$ cat config.mk
export PLATFORM = sky130hd
export DESIGN_NAME = util_axis_uart_rx_os
export DESIGN_NICKNAME = d
export VERILOG_FILES = /design/src/rtl/util_axis_uart_rx_os_pkg.sv /design/src/rtl/util_uart_baud_tick.sv /design/src/rtl/util_axis_uart_rx_os.sv
export SDC_FILE = /design/constraint.sdc
export NUM_CORES = 1
export LEC_CHECK = 0
export ABC_CLOCK_PERIOD_IN_PS = 4270
export BUFFER_PORTS_ARGS = -buffer_cell sky130_fd_sc_hd__buf_2
export CAP_MARGIN = 20
export CORE_ASPECT_RATIO = 1.2
export CORE_UTILIZATION = 62
export DETAILED_ROUTE_END_ITERATION = 16
export GPL_TIMING_DRIVEN = 0
export PLACE_DENSITY = 0.82
export REMOVE_ABC_BUFFERS = 1
export SYNTH_ARGS = -nofsm -noshare
export SYNTH_HDL_FRONTEND = slang
export SYNTH_SLANG_ARGS = --single-unit
$ cat constraint.sdc
create_clock -name aclk -period 4.27 [get_ports aclk]
set_clock_uncertainty 0.05 [all_clocks]
set_input_delay 0.427 -clock aclk [delete_from_list [all_inputs] [get_ports aclk]]
set_output_delay 0.427 -clock aclk [all_outputs]
set_load 0.005 [all_outputs]
$ cat src/rtl/util_axis_uart_rx_os_pkg.sv
`default_nettype none
// ============================================================================
// Module      : util_axis_uart_rx_os_pkg
// Description : Shared types and constants for the oversampling UART receiver.
//               Holds the receiver state encoding, the oversampling and vote
//               sample positions, the tuser flag positions and the baud
//               divisor helper.
// Revision    : 1.0 - initial release
// ============================================================================
package util_axis_uart_rx_os_pkg;

    typedef enum logic [2:0] {
        IDLE       = 3'd0,
        START      = 3'd1,
        DATA       = 3'd2,
        PARITY     = 3'd3,
        STOP       = 3'd4,
        BREAK_WAIT = 3'd5
    } state_t;

    localparam int         OS_RATE      = 16;
    localparam logic [3:0] VOTE_LO      = 4'd7;
    localparam logic [3:0] VOTE_MID     = 4'd8;
    localparam logic [3:0] VOTE_HI      = 4'd9;
    localparam int         TUSER_FRAME  = 0;
    localparam int         TUSER_PARITY = 1;

    // Rounded clocks-per-oversample-tick, never below one.
    function automatic int calc_divisor(input longint clk_hz, input longint baud);
        longint l_div;
        l_div = (clk_hz + baud * 8) / (baud * OS_RATE);
        return (l_div < 1) ? 1 : int'(l_div);
    endfunction

endpackage
`default_nettype wire

$ cat src/rtl/util_uart_baud_tick.sv
`default_nettype none
// ============================================================================
// Module      : util_uart_baud_tick
// Description : Divisor counter producing a one-cycle tick every DIVISOR
//               clocks while enabled. i_restart zeroes the phase so the first
//               tick lands DIVISOR clocks later.
// Ports       : clk, rst (async, active-high), i_enable, i_restart, o_tick
// Revision    : 1.0 - initial release
// ============================================================================
module util_uart_baud_tick #(
    parameter int DIVISOR = 1
) (
    input  logic clk,
    input  logic rst,
    input  logic i_enable,
    input  logic i_restart,
    output logic o_tick
);

    localparam int                 c_CNT_W    = (DIVISOR > 1) ? $clog2(DIVISOR) : 1;
    localparam logic [c_CNT_W-1:0] c_CNT_LAST = c_CNT_W'(DIVISOR - 1);

    logic [c_CNT_W-1:0] r_cnt;

    always_ff @(posedge clk or posedge rst) begin
        if (rst) begin
            r_cnt <= '0;
        end else if (i_restart || !i_enable || (r_cnt == c_CNT_LAST)) begin
            r_cnt <= '0;
        end else begin
            r_cnt <= r_cnt + c_CNT_W'(1);
        end
    end

    assign o_tick = i_enable && !i_restart && (r_cnt == c_CNT_LAST);

endmodule
`default_nettype wire

$ cat src/rtl/util_axis_uart_rx_os.sv
`default_nettype none
// ============================================================================
// Module      : util_axis_uart_rx_os
// Description : 16x oversampling UART receiver with AXI-Stream master output.
//               Each bit is decided by a 3-sample majority vote around the
//               bit centre; parity and framing errors are flagged on tuser.
// Ports       : aclk, arst (async, active-high), rx (serial in),
//               m_axis_tdata/tuser/tvalid/tready (word out, tuser[0]=frame
//               error, tuser[1]=parity error), overrun (dropped-frame pulse)
// Revision    : 1.0 - initial release
// ============================================================================
module util_axis_uart_rx_os
    import util_axis_uart_rx_os_pkg::*;
#(
    parameter int BAUD_CLOCK_SPEED = 50000000,
    parameter int BAUD_RATE        = 115200,
    parameter bit PARITY_ENA       = 1'b0,
    parameter bit PARITY_TYPE      = 1'b0,
    parameter int STOP_BITS        = 1,
    parameter int DATA_BITS        = 8
) (
    input  logic                 aclk,
    input  logic                 arst,
    input  logic                 rx,
    output logic [DATA_BITS-1:0] m_axis_tdata,
    output logic [1:0]           m_axis_tuser,
    output logic                 m_axis_tvalid,
    input  logic                 m_axis_tready,
    output logic                 overrun
);

    localparam int         c_DIVISOR   = calc_divisor(BAUD_CLOCK_SPEED, BAUD_RATE);
    localparam logic [3:0] c_OS_LAST   = 4'(OS_RATE - 1);
    localparam logic [2:0] c_IDX_LAST  = 3'(DATA_BITS - 1);
    localparam logic       c_STOP_LAST = 1'(STOP_BITS - 1);

    logic                 r_sync1, r_sync2, r_hist;
    state_t               r_state, w_state_nxt;
    logic [3:0]           r_os_cnt;
    logic [2:0]           r_idx;
    logic                 r_stop_idx;
    logic                 r_s_lo, r_s_mid;
    logic [DATA_BITS-1:0] r_data;
    logic                 r_frame_err, r_parity_err;
    logic [DATA_BITS-1:0] r_tdata;
    logic [1:0]           r_tuser;
    logic                 r_tvalid, r_overrun;

    logic w_fall, w_start, w_tick, w_vote, w_vote_tick, w_bit_end;
    logic w_frame_err_nxt, w_parity_err_nxt, w_frame_done;

    // rx is asynchronous: two flops for metastability, one more as edge history.
    always_ff @(posedge aclk or posedge arst) begin
        if (arst) begin
            r_sync1 <= 1'b1;
            r_sync2 <= 1'b1;
            r_hist  <= 1'b1;
        end else begin
            r_sync1 <= rx;
            r_sync2 <= r_sync1;
            r_hist  <= r_sync2;
        end
    end

    assign w_fall  = r_hist & ~r_sync2;
    assign w_start = (r_state == IDLE) & w_fall;

    util_uart_baud_tick #(
        .DIVISOR (c_DIVISOR)
    ) u_baud_tick (
        .clk       (aclk),
        .rst       (arst),
        .i_enable  (r_state != IDLE),
        .i_restart (w_start),
        .o_tick    (w_tick)
    );

    // Third vote sample is taken live on the deciding tick.
    assign w_vote           = (r_s_lo & r_s_mid) | (r_s_lo & r_sync2) | (r_s_mid & r_sync2);
    assign w_vote_tick      = w_tick && (r_os_cnt == VOTE_HI);
    assign w_bit_end        = w_tick && (r_os_cnt == c_OS_LAST);
    assign w_frame_err_nxt  = r_frame_err | ~w_vote;
    assign w_parity_err_nxt = ((^r_data) ^ w_vote) != PARITY_TYPE;
    // Frame ends at the last stop vote, not at the bit end, so a start edge
    // arriving right after a short stop bit is still caught.
    assign w_frame_done     = w_vote_tick && (r_state == STOP) && (r_stop_idx == c_STOP_LAST);

    always_ff @(posedge aclk or posedge arst) begin
        if (arst) begin
            r_state <= IDLE;
        end else begin
            r_state <= w_state_nxt;
        end
    end

    always_comb begin
        w_state_nxt = r_state;
        case (r_state)
            IDLE: begin
                if (w_fall) w_state_nxt = START;
            end
            START: begin
                if (w_vote_tick && w_vote) w_state_nxt = IDLE;
                else if (w_bit_end)        w_state_nxt = DATA;
            end
            DATA: begin
                if (w_bit_end && (r_idx == c_IDX_LAST))
                    w_state_nxt = PARITY_ENA ? PARITY : STOP;
            end
            PARITY: begin
                if (w_bit_end) w_state_nxt = STOP;
            end
            STOP: begin
                // All-zero data with a low stop bit is a line break: hold off
                // until the line returns high so only one word is produced.
                if (w_frame_done)
                    w_state_nxt = ((r_data == '0) && w_frame_err_nxt) ? BREAK_WAIT : IDLE;
            end
            BREAK_WAIT: begin
                if (r_sync2) w_state_nxt = IDLE;
            end
            default: w_state_nxt = IDLE;
        endcase
    end

    always_ff @(posedge aclk or posedge arst) begin
        if (arst) begin
            r_os_cnt     <= '0;
            r_idx        <= '0;
            r_stop_idx   <= 1'b0;
            r_s_lo       <= 1'b1;
            r_s_mid      <= 1'b1;
            r_data       <= '0;
            r_frame_err  <= 1'b0;
            r_parity_err <= 1'b0;
        end else if (w_start) begin
            r_os_cnt     <= '0;
            r_idx        <= '0;
            r_stop_idx   <= 1'b0;
            r_frame_err  <= 1'b0;
            r_parity_err <= 1'b0;
        end else if (w_tick) begin
            r_os_cnt <= r_os_cnt + 4'd1;
            if (r_os_cnt == VOTE_LO)  r_s_lo  <= r_sync2;
            if (r_os_cnt == VOTE_MID) r_s_mid <= r_sync2;
            if (r_os_cnt == VOTE_HI) begin
                case (r_state)
                    // LSB first: after DATA_BITS shifts the word is LSB-aligned.
                    DATA:    r_data       <= {w_vote, r_data[DATA_BITS-1:1]};
                    PARITY:  r_parity_err <= PARITY_ENA && w_parity_err_nxt;
                    STOP:    r_frame_err  <= w_frame_err_nxt;
                    default: ;
                endcase
            end
            if (r_os_cnt == c_OS_LAST) begin
                if (r_state == DATA) r_idx      <= r_idx + 3'd1;
                if (r_state == STOP) r_stop_idx <= r_stop_idx + 1'b1;
            end
        end
    end

    always_ff @(posedge aclk or posedge arst) begin
        if (arst) begin
            r_tdata   <= '0;
            r_tuser   <= '0;
            r_tvalid  <= 1'b0;
            r_overrun <= 1'b0;
        end else begin
            r_overrun <= 1'b0;
            if (w_frame_done) begin
                if (!r_tvalid || m_axis_tready) begin
                    r_tdata               <= r_data;
                    r_tuser[TUSER_FRAME]  <= w_frame_err_nxt;
                    r_tuser[TUSER_PARITY] <= PARITY_ENA ? r_parity_err : 1'b0;
                    r_tvalid              <= 1'b1;
                end else begin
                    r_overrun <= 1'b1;
                end
            end else if (m_axis_tready) begin
                r_tvalid <= 1'b0;
            end
        end
    end

    assign m_axis_tdata  = r_tdata;
    assign m_axis_tuser  = r_tuser;
    assign m_axis_tvalid = r_tvalid;
    assign overrun       = r_overrun;

endmodule
`default_nettype wire

==> metrics.cfg, run 1 <==
[run_status]
run_status = completed

[clock_network]
cts_resized = 0
postCtsSetupBuffers = 0
clockRootBuffer = clkbuf_4
numCtsBuffers = 5
cts_buffer_depth = 2
path_clk_slew_ps = 120
clock_latency_ps = 350
hold_buffers = 0
cts.htree.levels = 2
cts.sinks = 41
cts_tree = built

[detailed_routing]
drt_iter0_drc = 35
routedWlPerCell_um = 15.0
vias_per_cell = 5.81
dr_total_vias = 1214
drt-total-wl_um = 3140
drc = 0
dr.pass1.iters = 4
final_antenna_net_count = 0

[power_and_ir_drop]
power_frac_comb = 0.136
leakagePower_nw = 0.996
intPower_w = 0.000535
power_frac_seq = 0.614
p_clk_frac = 0.250
vdd_ir_drop_max_uv = 334
powerDensity_nw_per_um2 = 370
switchingPower_w = 0.000214
p_sw_frac = 0.285

[cells_and_area]
final_cell_mix = dfrtp_1 (36), mux2_2 (19), nor2_1 (15)
fillers = 216
drive_gt1_frac = 0.314
nets = 185
layout.cells.most_common = dfrtp_1
syn_to_final_growth_pct = 8.31
fin_area_um2 = 2020
final_cells = 209
fin_util = 0.713
n_antenna_cell = 0

[die]
start_util = 0.658
die_h_um = 62.1
num_io_pins = 16
dieArea_um2 = 3240
die_x_um = 52.1
core-area_um2 = 2840
rows = 21

[job]
maxCapViolations = 0

[setup_path]
critPathMaxFanout = 9
r2r_cells = 7
critPathMaxStageDelay_ps = 430
crit_chain = inv_1, ha_1, and4b_2, nand2_1, nor3_1, nand2_1, mux2_2
reg2reg_from = u_baud_tick.r_cnt[0]
crit_path_end = m_axis_tdata[0]
crit_top_cell = nand2_1
startpoint = u_baud_tick.r_cnt[0]
cp_slowest_cell = dfrtp_1
critical_path_class = register to register
r2r_end = m_axis_tdata[0]
crit_path_end_kind = register
worstSetupStartpointType = register
crit_arrival_ps = 2190
cp.required_ps = 4460
rrSetupSlack_ps = 2270

[sta]
relSlewSlack = 0.453
tightest_slew_ps = 819
fin_tns_setup_ps = 0
fin_crit_ps = 2000
setup_violations = 0
timing.hold.ws_ps = 114
slew_viol_final = 0
hold_viol = 0
grt_setup_unrepaired = false
period_share = 0.469
max_freq_mhz = 499

[yosys]
synth-warning-count = 0
seq_area_frac_synth = 0.553
synth_top_area_share = 0.482
syn-mean-instance-area_um2 = 12.1
synth_area_leader_cell = dfrtp_1
synth_area_leaders = dfrtp_1 (48%), mux2_2 (11%), dfstp_2 (7.0%)
synthesis.area_um2 = 1870
syn_inst = 155
ys_ff_latch = 41
yosysUniqueCellTypes = 43

[global_routing]
overflow = 0
grt_pass1_wl_um = 5430
grt_usage = 0.228
antenna_found_initial = 0
grt_pass1_vias = 1285
grt_max_degree = 42

[place]
place_congestion = 0.827
dpl_cell_area_um2 = 1970
port_buffers = 14
dp_cells = 201
dpl.hpwl_um = 2350

[worst_hold_path]
hp-class = input port to register

## stage by stage
| step | setup WS [ps] | power, W |
|---|---|---|
| after floorplan | 2480 | 0.000543 |
| after global placement | 2340 | 0.000559 |
| after detailed placement | 2300 | 0.000570 |
| after CTS | 2270 | 0.000756 |
| after global routing | 2100 | 0.000797 |
| final | 2270 | 0.000748 |
## cells by family after synthesis
family | count (synthesis) | synth area share
and+or+nand+nor | 53 | 0.156
DFF | 41 | 0.553
muxes | 22 | 0.131
AOI/OAI and AO/OA | 13 | 0.0476
buffers and inverters | 9 | 0.0208
adders and majority gates | 8 | 0.0522
xor gates and xnor gates | 8 | 0.0375
other | 1 | 0.00201
## cells in the mapped netlist
library cell / instances
nand3_1: 3
ha_1: 7
or3b_1: 1
nand2b_1: 2
dfstp_2: 5
dfrtp_1: 36
xnor2_1: 3
mux2_1: 1
nor2_2: 2
nand2_1: 9
a211o_1: 1
buf_4: 1
o22ai_1: 1
o21bai_1: 2
nor3_1: 3
o21ai_1: 1
and3b_1: 1
mux2i_1: 2
mux2_2: 19
or2_2: 2
and3_2: 1
and4_1: 1
inv_1: 7
o21ai_0: 2
and2b_4: 1
nand3b_1: 1
nand4_1: 2
a221o_1: 1
nor2b_1: 1
and4b_2: 1
conb_1: 1
nand4b_1: 3
nor4_1: 2
a41oi_1: 1
a31oi_1: 1
and2_2: 1
a22o_1: 1
and2_1: 1
nor2_1: 15
buf_2: 1
maj3_1: 1
a21oi_1: 2
xor2_1: 5
## worst min path at each step
| stage | startpoint | endpoint | slack (ps) | depth (start not counted) |
|---|---|---|---|---|
| after floorplan | r_sync1 | r_sync2 | 300 | 0 |
| after global placement | r_sync1 | r_sync2 | 300 | 0 |
| after detailed placement | r_sync1 | r_sync2 | 300 | 0 |
| after CTS | rx | r_sync1 | 100 | 1 |
| after global routing | rx | r_sync1 | 80 | 1 |
| final | rx | r_sync1 | 110 | 1 |
## routing by layer
layer / part of all wire / vias to the layer above / wire length, um / track usage
met2: 0.53 / 36 / 1670 / 0.388
met3: 0.046 / 9 / 143 / 0.0637
met5: 0 / - / 0 / 0
met4: 0.019 / 0 / 61 / 0.111
met1: 0.40 / 591 / 1260 / 0.252
li1: - / 578 / - / -
## critical path: cells and delay by family (launching register included)
kind | cells | cell delay [ps]
adder cells (fa/ha/maj) | 1 | 160
multiplexers | 1 | 370
AND/OR/NAND/NOR | 4 | 820
buffers and inverters | 1 | 70
flip-flops | 1 | 430
## sequential cells by signal (all words and copies together) (netlist names), 3 cells and up
signal and flops:
r_data 8, r_state 3, r_os_cnt 4, u_baud_tick.r_cnt 5, r_idx 3, m_axis_tdata 8
## power groups by stage
stage / clock, W / combinational [W] / sequential, W
3_5_place_dp: 0 / 0.000104 / 0.000466
4_1_cts: 0.000193 / 0.000105 / 0.000458
3_3_place_gp: 0 / 0.0000963 / 0.000463
6_report: 0.000187 / 0.000102 / 0.000460
2_1_floorplan: 0 / 0.0000847 / 0.000458
5_1_grt: 0.000211 / 0.000120 / 0.000466
## area by class of cell
class	count	area (um2)	share of cell area
clock buffer	5	37.5	0.0186
tap	34	42.5	0.0210
inverter	7	26.3	0.0130
timing repair buffer	14	70.1	0.0346
clock inverter	3	17.5	0.00866
multi-input combinational	105	797	0.394
sequential	41	1030	0.510
No activity file was read; power rests on OpenSTA's default activity.
==> run 2: changes to the inputs <==
ABC_AREA = 1   (was not set)
ABC_CLOCK_PERIOD_IN_PS = 2100   (was 4270)
CORE_UTILIZATION = 58   (was 62)
PLACE_DENSITY = 0.78   (was 0.82)
clock period = 2.1 ns   (was 4.27 ns; I/O delays follow)
==> metrics.cfg, run 2 <==
[yosys]
syn-mean-instance-area_um2 = 8.74
yosysUniqueCellTypes = 26
synth_top_area_share = 0.452
yosys-top-cells-count = nand2_1 (58), dfrtp_1 (36), inv_1 (32), nor2_1 (19), nand3_1 (14)
synth_area_leaders = dfrtp_1 (45%), nand2_1 (11%), dfstp_2 (6.6%)
yosys_most_used_dff = dfrtp_1
synth_edf_count = 0
ys_ff_latch = 41
syn_inst = 228
synthesis.area_um2 = 1990
async_reset_ff_frac = 1.00
synth-warning-count = 0
seq_area_frac_synth = 0.518
synth_area_leader_cell = dfrtp_1
synth_most_common_cell = nand2_1

[setup_path]
worstSetupStartpointType = register
crit_path_end_kind = register
critPathMaxFanout = 18
critical_path_class = register to register
crit_arrival_ps = 2030
cp.required_ps = 2300

[clock_network]
clock_latency_ps = 350
cts_buffer_depth = 2
cts_tree = built
path_clk_slew_ps = 120
cts.htree.levels = 2
postCtsSetupBuffers = 0
clockRootBuffer = clkbuf_4
cts_resized = 0
cts.sinks = 41
hold_buffers = 2
numCtsBuffers = 5

[sta]
max_freq_mhz = 546
fin_tns_setup_ps = 0
fin_crit_ps = 1830
grt_setup_unrepaired = false
relSlewSlack = 0.448
tightest_slew_ps = 827
period_share = 0.872
setup_violations = 0
timing.hold.ws_ps = 120
hold_viol = 0
slew_viol_final = 0

[place]
dpl.hpwl_um = 2310
dp_cells = 275
port_buffers = 14
place_congestion = 0.812

[detailed_routing]
drc = 0
dr.pass1.iters = 4
final_antenna_net_count = 0
routedWlPerCell_um = 11.1
vias_per_cell = 5.10
drt-total-wl_um = 3170
drt_iter0_drc = 49
dr_total_vias = 1454

[global_routing]
grt_pass1_vias = 1359
antenna_found_initial = 0
grt_max_degree = 42
grt_usage = 0.203
grt_pass1_wl_um = 5710
overflow = 0

[power_and_ir_drop]
powerDensity_nw_per_um2 = 861
vdd_ir_drop_max_uv = 733
leakagePower_nw = 1.15

[cells_and_area]
final_cell_mix = nand2_1 (58), dfrtp_1 (36), inv_1 (31)
final_cells = 285
nets = 259
syn_to_final_growth_pct = 10.1
layout.cells.most_common = nand2_1
n_antenna_cell = 0
drive_gt1_frac = 0.197

[die]
die_h_um = 66.2
dieArea_um2 = 3670
core-area_um2 = 3170
start_util = 0.629
rows = 22
num_io_pins = 16
die_x_um = 55.5

[job]
maxCapViolations = 0

[run_status]
run_status = completed

[worst_hold_path]
hp-class = input port to register

==> run 2: changes by cell type in the layout (fill, tap and decap cells not counted), moves of 3 or more <==
| cell | change |
|---|---|
| o21ai_2 | +9 |
| nand3_1 | +11 |
| o21ai_1 | +3 |
| o21ai_0 | +10 |
| nand2_1 | +49 |
| nand4b_1 | -3 |
| mux2_2 | -19 |
| nor2_1 | +4 |
| inv_1 | +25 |
==> run 2: cells by family (layout without fill, tap and decap cells) <==
family,Yosys count,after routing,synth area share
AO/OA/AOI/OAI,28,28,0.0873
XOR/XNOR,4,4,0.0176
buffers and inverters,37,58,0.0760
adder cells (fa/ha/maj),7,7,0.0440
other,1,1,0.00188
AND/OR/NAND/NOR,110,110,0.255
flip-flops,41,41,0.518
==> run 2: path summary, 6_finish.rpt <==
check                                startpoint                    to  slack, ps  depth (start not counted)
setup / recovery           u_baud_tick.r_cnt[0]       m_axis_tdata[7]        270                          9
hold / removal                    m_axis_tready               overrun        120                          4
max in group asynchronous                  arst           r_os_cnt[1]        970                          3
setup reg to reg           u_baud_tick.r_cnt[0]       m_axis_tdata[7]        270                          9
min in group asynchronous                  arst  u_baud_tick.r_cnt[3]        510                          3
hold reg to reg                         r_sync1               r_sync2        320                          0
==> run 2: per-layer routing <==
layer / global-route usage / wire (um) / vias up
met5: 0 / 0 / -
met4: 0.0750 / 52 / 0
met3: 0.0528 / 78 / 6
met2: 0.373 / 1650 / 15
met1: 0.225 / 1390 / 681
li1: - / - / 752
==> run 2: worst max-delay path, stage by stage, from the launching register on <==
cell and delay, ps:
dfrtp_1 430, inv_1 70, ha_1 140, nand2_1 90, nor2_4 170, nand2_4 100
nor3_4 210, nand3_4 260, nand2_1 150, o21ai_2 50
==> run 2: where the power goes <==
part / internal, W / switching, W
logic: 0.000146 / 0.000285
clock network: 0.000283 / 0.000248
registers: 0.000852 / 0.0000737
==> run 2: layout make-up <==
type	count	area (um2)
clock buffer	6	51.3
clock inverter	2	37.5
fill	257	973
inverter	34	128
multi-input combinational	150	808
sequential	41	1030
tap	36	45.0
timing repair buffer	16	90.1
==> run 2: through the flow <==
stage	util	power, W	setup WS (ps)	area [um2]
3_3_place_gp	0.658	0.00135	298	2080
6_report	0.692	0.00189	269	2190
5_1_grt	0.692	0.00201	55.7	2190
3_5_place_dp	0.658	0.00137	266	2080
4_1_cts	0.692	0.00190	251	2190
2_1_floorplan	-	0.00127	464	1970
